File: src/rtl/divider_arbiter.sv
// ============================================================================
// Module   : divider_arbiter
// Purpose  : Round-robin front end that shares one sequential divider among
//            NUM_REQ requesters and returns ID-tagged fixed-point quotients.
//            Define DIV_ZERO_BYPASS_EN to answer B==0 requests without
//            issuing them to the divider.
// Revision : 1.0 - initial release
// ============================================================================
`default_nettype none

module divider_arbiter #(
    parameter  int ARG_BIT_WIDTH = 32,
    parameter  int PRECISION     = 64,
    parameter  int NUM_REQ       = 4,
    localparam int ID_W          = $clog2(NUM_REQ)
) (
    input  logic                               clk,
    input  logic                               rst_n,
    input  logic [NUM_REQ-1:0]                 req_valid,
    output logic [NUM_REQ-1:0]                 req_ready,
    input  logic [NUM_REQ*ARG_BIT_WIDTH-1:0]   req_a,
    input  logic [NUM_REQ*ARG_BIT_WIDTH-1:0]   req_b,
    output logic                               div_start,
    output logic [ARG_BIT_WIDTH-1:0]           div_a,
    output logic [ARG_BIT_WIDTH-1:0]           div_b,
    input  logic                               div_done,
    input  logic                               div_dz,
    input  logic [ARG_BIT_WIDTH+PRECISION-1:0] div_result,
    output logic                               resp_valid,
    input  logic                               resp_ready,
    output logic [ID_W-1:0]                    resp_id,
    output logic [ARG_BIT_WIDTH+PRECISION-1:0] resp_data,
    output logic                               resp_dz,
    output logic                               busy
);

    typedef enum logic [1:0] {
        S_IDLE  = 2'd0,
        S_ISSUE = 2'd1,
        S_WAIT  = 2'd2,
        S_RESP  = 2'd3
    } state_t;

    state_t                             r_state;
    state_t                             w_next;
    logic [ID_W-1:0]                    r_ptr;
    logic [ID_W-1:0]                    r_id;
    logic [ID_W-1:0]                    w_gid;
    logic [ID_W:0]                      w_idx;
    logic                               w_found;
    logic                               w_accept;
    logic                               w_zero_bypass;
    logic                               r_wait_first;
    logic [ARG_BIT_WIDTH-1:0]           r_a;
    logic [ARG_BIT_WIDTH-1:0]           r_b;
    logic [ARG_BIT_WIDTH-1:0]           w_sel_a;
    logic [ARG_BIT_WIDTH-1:0]           w_sel_b;
    logic [ARG_BIT_WIDTH+PRECISION-1:0] r_data;
    logic                               r_dz;

    // First valid requester at or after r_ptr, wrapping past NUM_REQ-1.
    always_comb begin
        w_found = 1'b0;
        w_gid   = '0;
        w_idx   = '0;
        for (int k = 0; k < NUM_REQ; k++) begin
            w_idx = {1'b0, r_ptr} + (ID_W+1)'(k);
            if (w_idx >= (ID_W+1)'(NUM_REQ)) begin
                w_idx = w_idx - (ID_W+1)'(NUM_REQ);
            end
            if (!w_found && req_valid[w_idx[ID_W-1:0]]) begin
                w_found = 1'b1;
                w_gid   = w_idx[ID_W-1:0];
            end
        end
    end

    // Qualified by rst_n so no grant is visible while reset is held.
    assign w_accept  = (r_state == S_IDLE) && w_found && rst_n;
    assign req_ready = w_accept ? (NUM_REQ'(1) << w_gid) : '0;
    assign w_sel_a   = req_a[int'(w_gid)*ARG_BIT_WIDTH +: ARG_BIT_WIDTH];
    assign w_sel_b   = req_b[int'(w_gid)*ARG_BIT_WIDTH +: ARG_BIT_WIDTH];

`ifdef DIV_ZERO_BYPASS_EN
    assign w_zero_bypass = (w_sel_b == '0);
`else
    assign w_zero_bypass = 1'b0;
`endif

    always_ff @(posedge clk or negedge rst_n) begin
        if (!rst_n) begin
            r_state <= S_IDLE;
        end else begin
            r_state <= w_next;
        end
    end

    always_comb begin
        w_next     = r_state;
        div_start  = 1'b0;
        resp_valid = 1'b0;
        busy       = (r_state != S_IDLE);
        case (r_state)
            S_IDLE: begin
                if (w_accept) begin
                    w_next = w_zero_bypass ? S_RESP : S_ISSUE;
                end
            end
            S_ISSUE: begin
                div_start = 1'b1;
                w_next    = S_WAIT;
            end
            S_WAIT: begin
                // A done still high from the previous operation is skipped.
                if (!r_wait_first && div_done) begin
                    w_next = S_RESP;
                end
            end
            S_RESP: begin
                resp_valid = 1'b1;
                if (resp_ready) begin
                    w_next = S_IDLE;
                end
            end
            default: w_next = S_IDLE;
        endcase
    end

    always_ff @(posedge clk or negedge rst_n) begin
        if (!rst_n) begin
            r_ptr        <= '0;
            r_id         <= '0;
            r_a          <= '0;
            r_b          <= '0;
            r_data       <= '0;
            r_dz         <= 1'b0;
            r_wait_first <= 1'b0;
        end else begin
            r_wait_first <= (r_state == S_ISSUE);
            if (w_accept) begin
                r_a   <= w_sel_a;
                r_b   <= w_sel_b;
                r_id  <= w_gid;
                r_ptr <= (w_gid == ID_W'(NUM_REQ-1)) ? '0 : w_gid + ID_W'(1);
                if (w_zero_bypass) begin
                    r_data <= '0;
                    r_dz   <= 1'b1;
                end
            end
            if ((r_state == S_WAIT) && !r_wait_first && div_done) begin
                r_dz   <= div_dz;
                r_data <= div_dz ? '0 : div_result;
            end
        end
    end

    assign div_a     = r_a;
    assign div_b     = r_b;
    assign resp_id   = r_id;
    assign resp_data = r_data;
    assign resp_dz   = r_dz;

endmodule

`default_nettype wire
File: config.mk
export PLATFORM = sky130hd
export DESIGN_NAME = divider_arbiter
export DESIGN_NICKNAME = d
export VERILOG_FILES = /design/src/rtl/divider_arbiter.sv
export SDC_FILE = /design/constraint.sdc
export NUM_CORES = 1
export LEC_CHECK = 0
export ABC_AREA = 1
export CAP_MARGIN = 20
export CORE_AREA = 2 2 206 208
export CTS_CLUSTER_SIZE = 40
export DETAILED_ROUTE_END_ITERATION = 8
export DIE_AREA = 0 0 208 210
export MAX_ROUTING_LAYER = met4
export PLACE_DENSITY = 0.6
export SETUP_SLACK_MARGIN = 0.5
export SYNTH_ARGS = -nofsm -noshare
export SYNTH_HDL_FRONTEND = slang
export SYNTH_SLANG_ARGS = --single-unit
export TNS_END_PERCENT = 30
File: constraint.sdc
create_clock -name clk -period 6.29 [get_ports clk]
set_input_delay 0.629 -clock clk [delete_from_list [all_inputs] [get_ports clk]]
set_output_delay 0.629 -clock clk [all_outputs]
set_load 0.02 [all_outputs]
==> flow_summary.json <==
{
  "status": "finished, final reports clean",
  "place_area_um2": 14900,
  "cp.required_ps": 5660,
  "die-width_um": 208,
  "fmax_mhz": 212,
  "synth-main-ff-cell": "dfrtp_1",
  "final_cells": 2252,
  "syn_inst": 1220,
  "slew_viol_final": 0,
  "syn2layout_area_growth_pct": 70.4,
  "synthMuxAreaShare_pct": 0,
  "core-area_um2": 41500,
  "worstPathArrival_ps": 4100,
  "grt_pass1_vias": 10000,
  "synthSimpleGateAreaFrac_pct": 32.9,
  "fin_ws_ps": 1560,
  "fin_area_um2": 15500,
  "cp_max_fo": 67,
  "synth_top_family_by_area": "simple AND/OR/NAND/NOR gates",
  "cpMostUsedCell": "nand2_1",
  "synth-compound-area-share_pct": 9.66,
  "drcViolationCount": 0,
  "crit_chain": "inv_4, nand2_1, nand2_2, nand2_1, nand2_1, nand2_1, nand2_1, nand2_2, buf_4, nand3_4, inv_2, ha_1, inv_1, nor2_1, clkdlybuf4s50_1",
  "yosys.area_share.adder_pct": 1.23,
  "skew_ps": 11.5,
  "cts_buffer_depth": 2,
  "cts_tree": "built",
  "post-route-min-period_ps": 4730,
  "place_congestion": 0.922,
  "routedWlPerCell_um": 16.9,
  "mappedNetlistArea_um2": 9120,
  "grt_pass1_wl_mm": 58.6,
  "async_flop_share_pct": 100,
  "p_int_mw": 4.40,
  "slew_headroom_pct": 26.1,
  "cap_violations": 0,
  "tns_ps": 0,
  "rsz0062_at_grt": "no",
  "synth_xor_area_share_pct": 0,
  "die_h_um": 210,
  "grtUsageTotal_pct": 17.7,
  "fin_crit_sh_pct": 75.1,
  "avgSynthCellArea_um2": 7.48,
  "cts_max_level": 4,
  "ios": 531,
  "dr.pass1.iters": 5,
  "synth_cell_types": 22,
  "numCtsBuffers": 17,
  "vdd_drop_max_mv": 0.305,
  "nets": 2069,
  "dpl.cell_count": 2218,
  "cp_slowest_stage_delay_ps": 730,
  "ctsHoldBuffers": 0,
  "cts_resized": 0,
  "tightest_slew_ps": 1110,
  "clk_pin_slew_ps": 70,
  "power_mw": 8.38,
  "p_seq_share_pct": 22.5,
  "viasPerCell": 4.44,
  "antenna_found_initial": 2,
  "gr-total-overflow": 0,
  "combPwrFrac_pct": 63.4,
  "path_class": "reg -> out",
  "drt_iter0_drc": 586,
  "setup_viol": 0,
  "p_clk_share_pct": 14.1,
  "clockRootBuffer": "clkbuf_16",
  "num_rows": 75,
  "clock_sinks": 168,
  "num_vias": 9999,
  "hold_class": "in -> async",
  "grt_max_degree": 99,
  "timing_hold_violations_final": 0,
  "worstSkewPairLatency_ps": 450,
  "leakage_nw": 7.54,
  "swShare_pct": 47.5,
  "post-cts-setup-buffers": 0,
  "drive_gt1_share_pct": 3.74,
  "endpoint_kind": "output port",
  "post-place-ws_ps": 1560,
  "cpMaxStageDelayCell": "nand3_4",
  "yosysSeqAreaShare_pct": 46.1,
  "ys_warn_count": 0,
  "routed_wl_mm": 38.1,
  "dp_hpwl_mm": 28.4,
  "synthesis.nets": 1590,
  "powerDensity_nw_per_um2": 539,
  "die_area_um2": 43700,
  "ys_ff_latch": 168,
  "start_util_pct": 22.0,
  "numPortBuffers": 530,
  "ant_nets": 0,
  "power.switching_mw": 3.97,
  "start_kind": "flop",
  "synth_edf_count": 0
}
## through the flow
stage	util (%)	hold slack, ps
after floorplan	-	333
after global placement	35.8	460
after detailed placement	35.8	467
after CTS	37.4	62.5
after global routing	37.5	88.2
final	37.5	83.3
## path summary, 6_finish.rpt
| kind | startpoint | end | slack [ps] | cells after the start |
|---|---|---|---|---|
| min reg2reg | div_a[15] | div_a[15] | 480 | 2 |
| max reg2reg | r_ptr[0] | div_b[1] | 2460 | 16 |
| min in group clk | div_a[15] | div_a[15] | 480 | 2 |
| min | rst_n | resp_data[80] | 80 | 1 |
| max | r_ptr[0] | req_ready[1] | 1560 | 15 |
| max in group asynchronous | rst_n | div_a[28] | 5060 | 2 |
## critical path: cells and delay by family, from the launching register on
| kind | cells | cell delay, ps |
|---|---|---|
| and+or+nand+nor | 9 | 1370 |
| DFF | 1 | 590 |
| adders and majority gates | 1 | 170 |
| buffers and inverters | 5 | 1530 |
## sequential cells by signal, indices dropped and copies added (netlist names)
| name | flops |
|---|---|
| r_wait_first | 1 |
| div_b | 32 |
| div_a | 32 |
| resp_dz | 1 |
| resp_data | 96 |
| r_state | 2 |
| resp_id | 2 |
| r_ptr | 2 |
## power groups by stage
stage | registers (mW) | clock network [mW] | logic, mW
3_3_place_gp | 1.89 | 0 | 5.33
5_1_grt | 1.95 | 1.27 | 5.88
2_1_floorplan | 2.47 | 0 | 2.75
3_5_place_dp | 1.90 | 0 | 5.38
6_report | 1.88 | 1.18 | 5.31
4_1_cts | 1.89 | 1.23 | 5.41
## routing by layer
metal	global-route usage, %	vias up	wire (um)
met4	6.73	0	896
met5	-	-	0
li1	-	4859	-
met2	29.6	399	19100
met1	20.5	4695	15700
met3	4.31	46	2420
## area by class of cell
class	instances	area, um^2
multi-input cells	825	4030
inverters	144	543
well taps	539	674
flip-flops and latches	168	4200
repair buffers	543	5440
fillers	4294	25900
clock inverters	13	209
diodes	2	5.00
clock buffers	18	439
## Yosys cell counts, types with 2 or more instances
cell type	n	share of area, %
inv_2	5	0.21
a21oi_1	2	0.11
nand2_2	3	0.21
buf_4	3	0.25
a22o_1	96	9.2
nand4_1	60	4.1
nand3_1	104	5.7
buf_2	36	2.0
buf_1	6	0.25
inv_1	138	5.7
ha_1	9	1.2
buf_6	2	0.25
nor2_1	13	0.54
clkbuf_1	36	1.5
o21ai_0	6	0.33
dfrtp_1	168	46
nand2_1	527	22
nor2_4	2	0.25
## logic make-up (layout without fill, tap and decap cells)
| family | Yosys count | in the layout |
|---|---|---|
| buf+inv | 227 | 718 |
| other cells | 0 | 2 |
| flops | 168 | 168 |
| compound gates | 104 | 104 |
| fa+ha+maj | 9 | 9 |
| simple gates | 712 | 712 |
## placed cells by master, fill, tap and decap left out, drive strengths merged
cell,Yosys,final
clkdlybuf4s50,0,529
diode,0,2
nand3,106,106
buf,47,14
inv,144,150
clkbuf,36,18
a22o,96,96
dfrtp,168,168
nand4,60,60
o21ai,6,6
clkinv,0,3
a21oi,2,2
nor2,16,16
bufinv,0,4
nand2,530,530
ha,9,9
(Power assumes the default switching activity.)
==> RTL edit (same flow settings) <==
Change the parameter `ARG_BIT_WIDTH` from 32 to 16.
--- a/src/rtl/divider_arbiter.sv
+++ b/src/rtl/divider_arbiter.sv
@@ -10,5 +10,5 @@
 
 module divider_arbiter #(
-    parameter  int ARG_BIT_WIDTH = 32,
+    parameter  int ARG_BIT_WIDTH = 16,
     parameter  int PRECISION     = 64,
     parameter  int NUM_REQ       = 4,
Ports: changed (6 resized); port bits go from 531 to 339. No check against the original RTL was run, so the function may have changed too.
==> RTL edit against the original RTL <==
- sequential power down 27%
- sequential share of layout area rose by 1.1 points
- routed wire length down 38%
- worst setup slack got worse by 0.085 ns
- global-route usage down 6.6 points
- total power down 29%
- synthesized cell count is 39% lower
- sequential cell count down 48
- area after synthesis fell by 33%
- design area shrank 31%
- critical endpoint is now req_ready[2]
- largest cell class unchanged
- largest power group unchanged
==> RTL edit: results (changes against the original RTL) <==
metric	value	unit	change
initial antenna violation count	1		-1
filler cell count	4523		+5.3%
H-tree levels	4		unchanged
GPL Wtd Cong	0.812		-12%
nets	1282		-38%
n_diodes	1		-1
Synth area leaders	dfrtp_1 49%, nand2_1 17%, a22o_1 11%		
WL/cell	14.8	um	-13%
Non-Clock Buffer Area Fraction	32.2	%	-2.8 points
synthesized net count	965		-39%
largest net degree at the start of global routing	69		-30%
vias in the first global route	6437		-36%
clock buffers	21		+3
Met3 Routed Length	1650	um	-32%
DRT iter0 DRCs	353		-40%
Slew @ Worst Pin	1.07	ns	-0.0382 ns
worst vdd ir	0.370	mV	+22%
WL met2	11300	um	-41%
multi-input combinational cell count	489		-41%
post-cts resize count	0		unchanged
post-synthesis sequential area ratio	49.1	%	+3.0 points
Seq area share	28.2	%	+1.1 points
post-synth cell types	23		+4.5%
Layout Skew	0.00572	ns	-0.00579 ns
Vias/cell	3.89		-12%
status	completed		
Pins Over Slew Limit	0		unchanged
FF-to-FF setup slack	3.04	ns	+0.58 ns
first-pass GRT wire length	36200	um	-38%
max reg flops	80		-17%
M1 wire length	10500	um	-33%
setup bufs post-CTS	0		unchanged
P_leak	0.00497	uW	-34%
worst slack, placed	1.44	ns	-0.121 ns
count of plain and timing-repair buffers	344		-37%
worst path arrival time	4.18	ns	+0.08 ns
share of cells above drive strength 1	5.33	%	+1.6 points
worst-path maximum fanout	68		+1.5%
GRT Util Overall	11.1	%	-6.6 points
clk sinks	120		-29%
CP startpoint	req_valid[1]		
synth cell count leaders	282 x nand2_1, 120 x dfrtp_1, 80 x a22o_1, 80 x inv_1, 55 x nand3_1		
ClkCell Share	6.23	%	+2.1 points
clk_lat worst skew	0.42	ns	-0.03 ns
Logic inverters	84		-42%
max frequency	0.208	GHz	-1.8%
Pre-antenna DRT Iters	5		unchanged
Reg2Reg Capture Point	r_ptr[1]		
Post-synth ARST share	100	%	unchanged
r2r worst-path depth	12		-4
IO Port Bufs	338		-36%
area occupied by multi-input gates	2570	um2	-36%
post-DP HPWL	17200	um	-39%
RTL edit: how the worst max path moves through the flow:
stage,end
5_1_grt,req_ready[0]
3_5_place_dp,req_ready[2]
3_3_place_gp,req_ready[2]
6_report,req_ready[2]
2_1_floorplan,req_ready[0]
4_1_cts,req_ready[2]
RTL edit: cells by family after synthesis:
| family | synth area share, % |
|---|---|
| AND/OR/NAND/NOR | 27.9 |
| AO/OA/AOI/OAI | 12.1 |
| buffers and inverters | 9.10 |
| adder cells (fa/ha/maj) | 1.84 |
| flip-flops | 49.1 |
RTL edit: metrics by stage:
step | std cells | area, um2 | util (%) | total power, uW | hold WS, ns
after detailed placement | 1576 | 10000 | 24.1 | 4850 | 0.470
after global routing | 1609 | 10700 | 25.7 | 6350 | 0.245
after global placement | 1576 | 10000 | 24.1 | 4820 | 0.466
final | 1609 | 10700 | 25.7 | 5910 | 0.207
after CTS | 1608 | 10700 | 25.7 | 6010 | 0.206
after floorplan | 739 | 6120 | - | 3500 | 0.333
RTL edit: worst max-delay path, stage by stage:
cell,delay (ns)
clkdlybuf4s50_1,0.51
inv_1,0.07
nand2_1,0.08
nand3_1,0.12
nand2_2,0.11
inv_1,0.06
nand2_1,0.06
nand2_1,0.62
nand3_2,0.28
buf_4,0.60
ha_1,0.25
inv_1,0.04
nor2_1,0.09
clkdlybuf4s50_1,0.63
RTL edit: where the power goes:
part	switching [uW]	total, uW	leakage [uW]	internal, uW
registers	235	1380	0.00155	1140
logic	2020	3420	0.00311	1400
clock network	377	1110	0.000312	735
RTL edit: per-layer routing:
metal | up-vias | GRT usage [%]
met3 | 10 | 3.28
met2 | 273 | 17.9
li1 | 3038 | -
met5 | - | -
met4 | 0 | 3.11
met1 | 2940 | 13.5
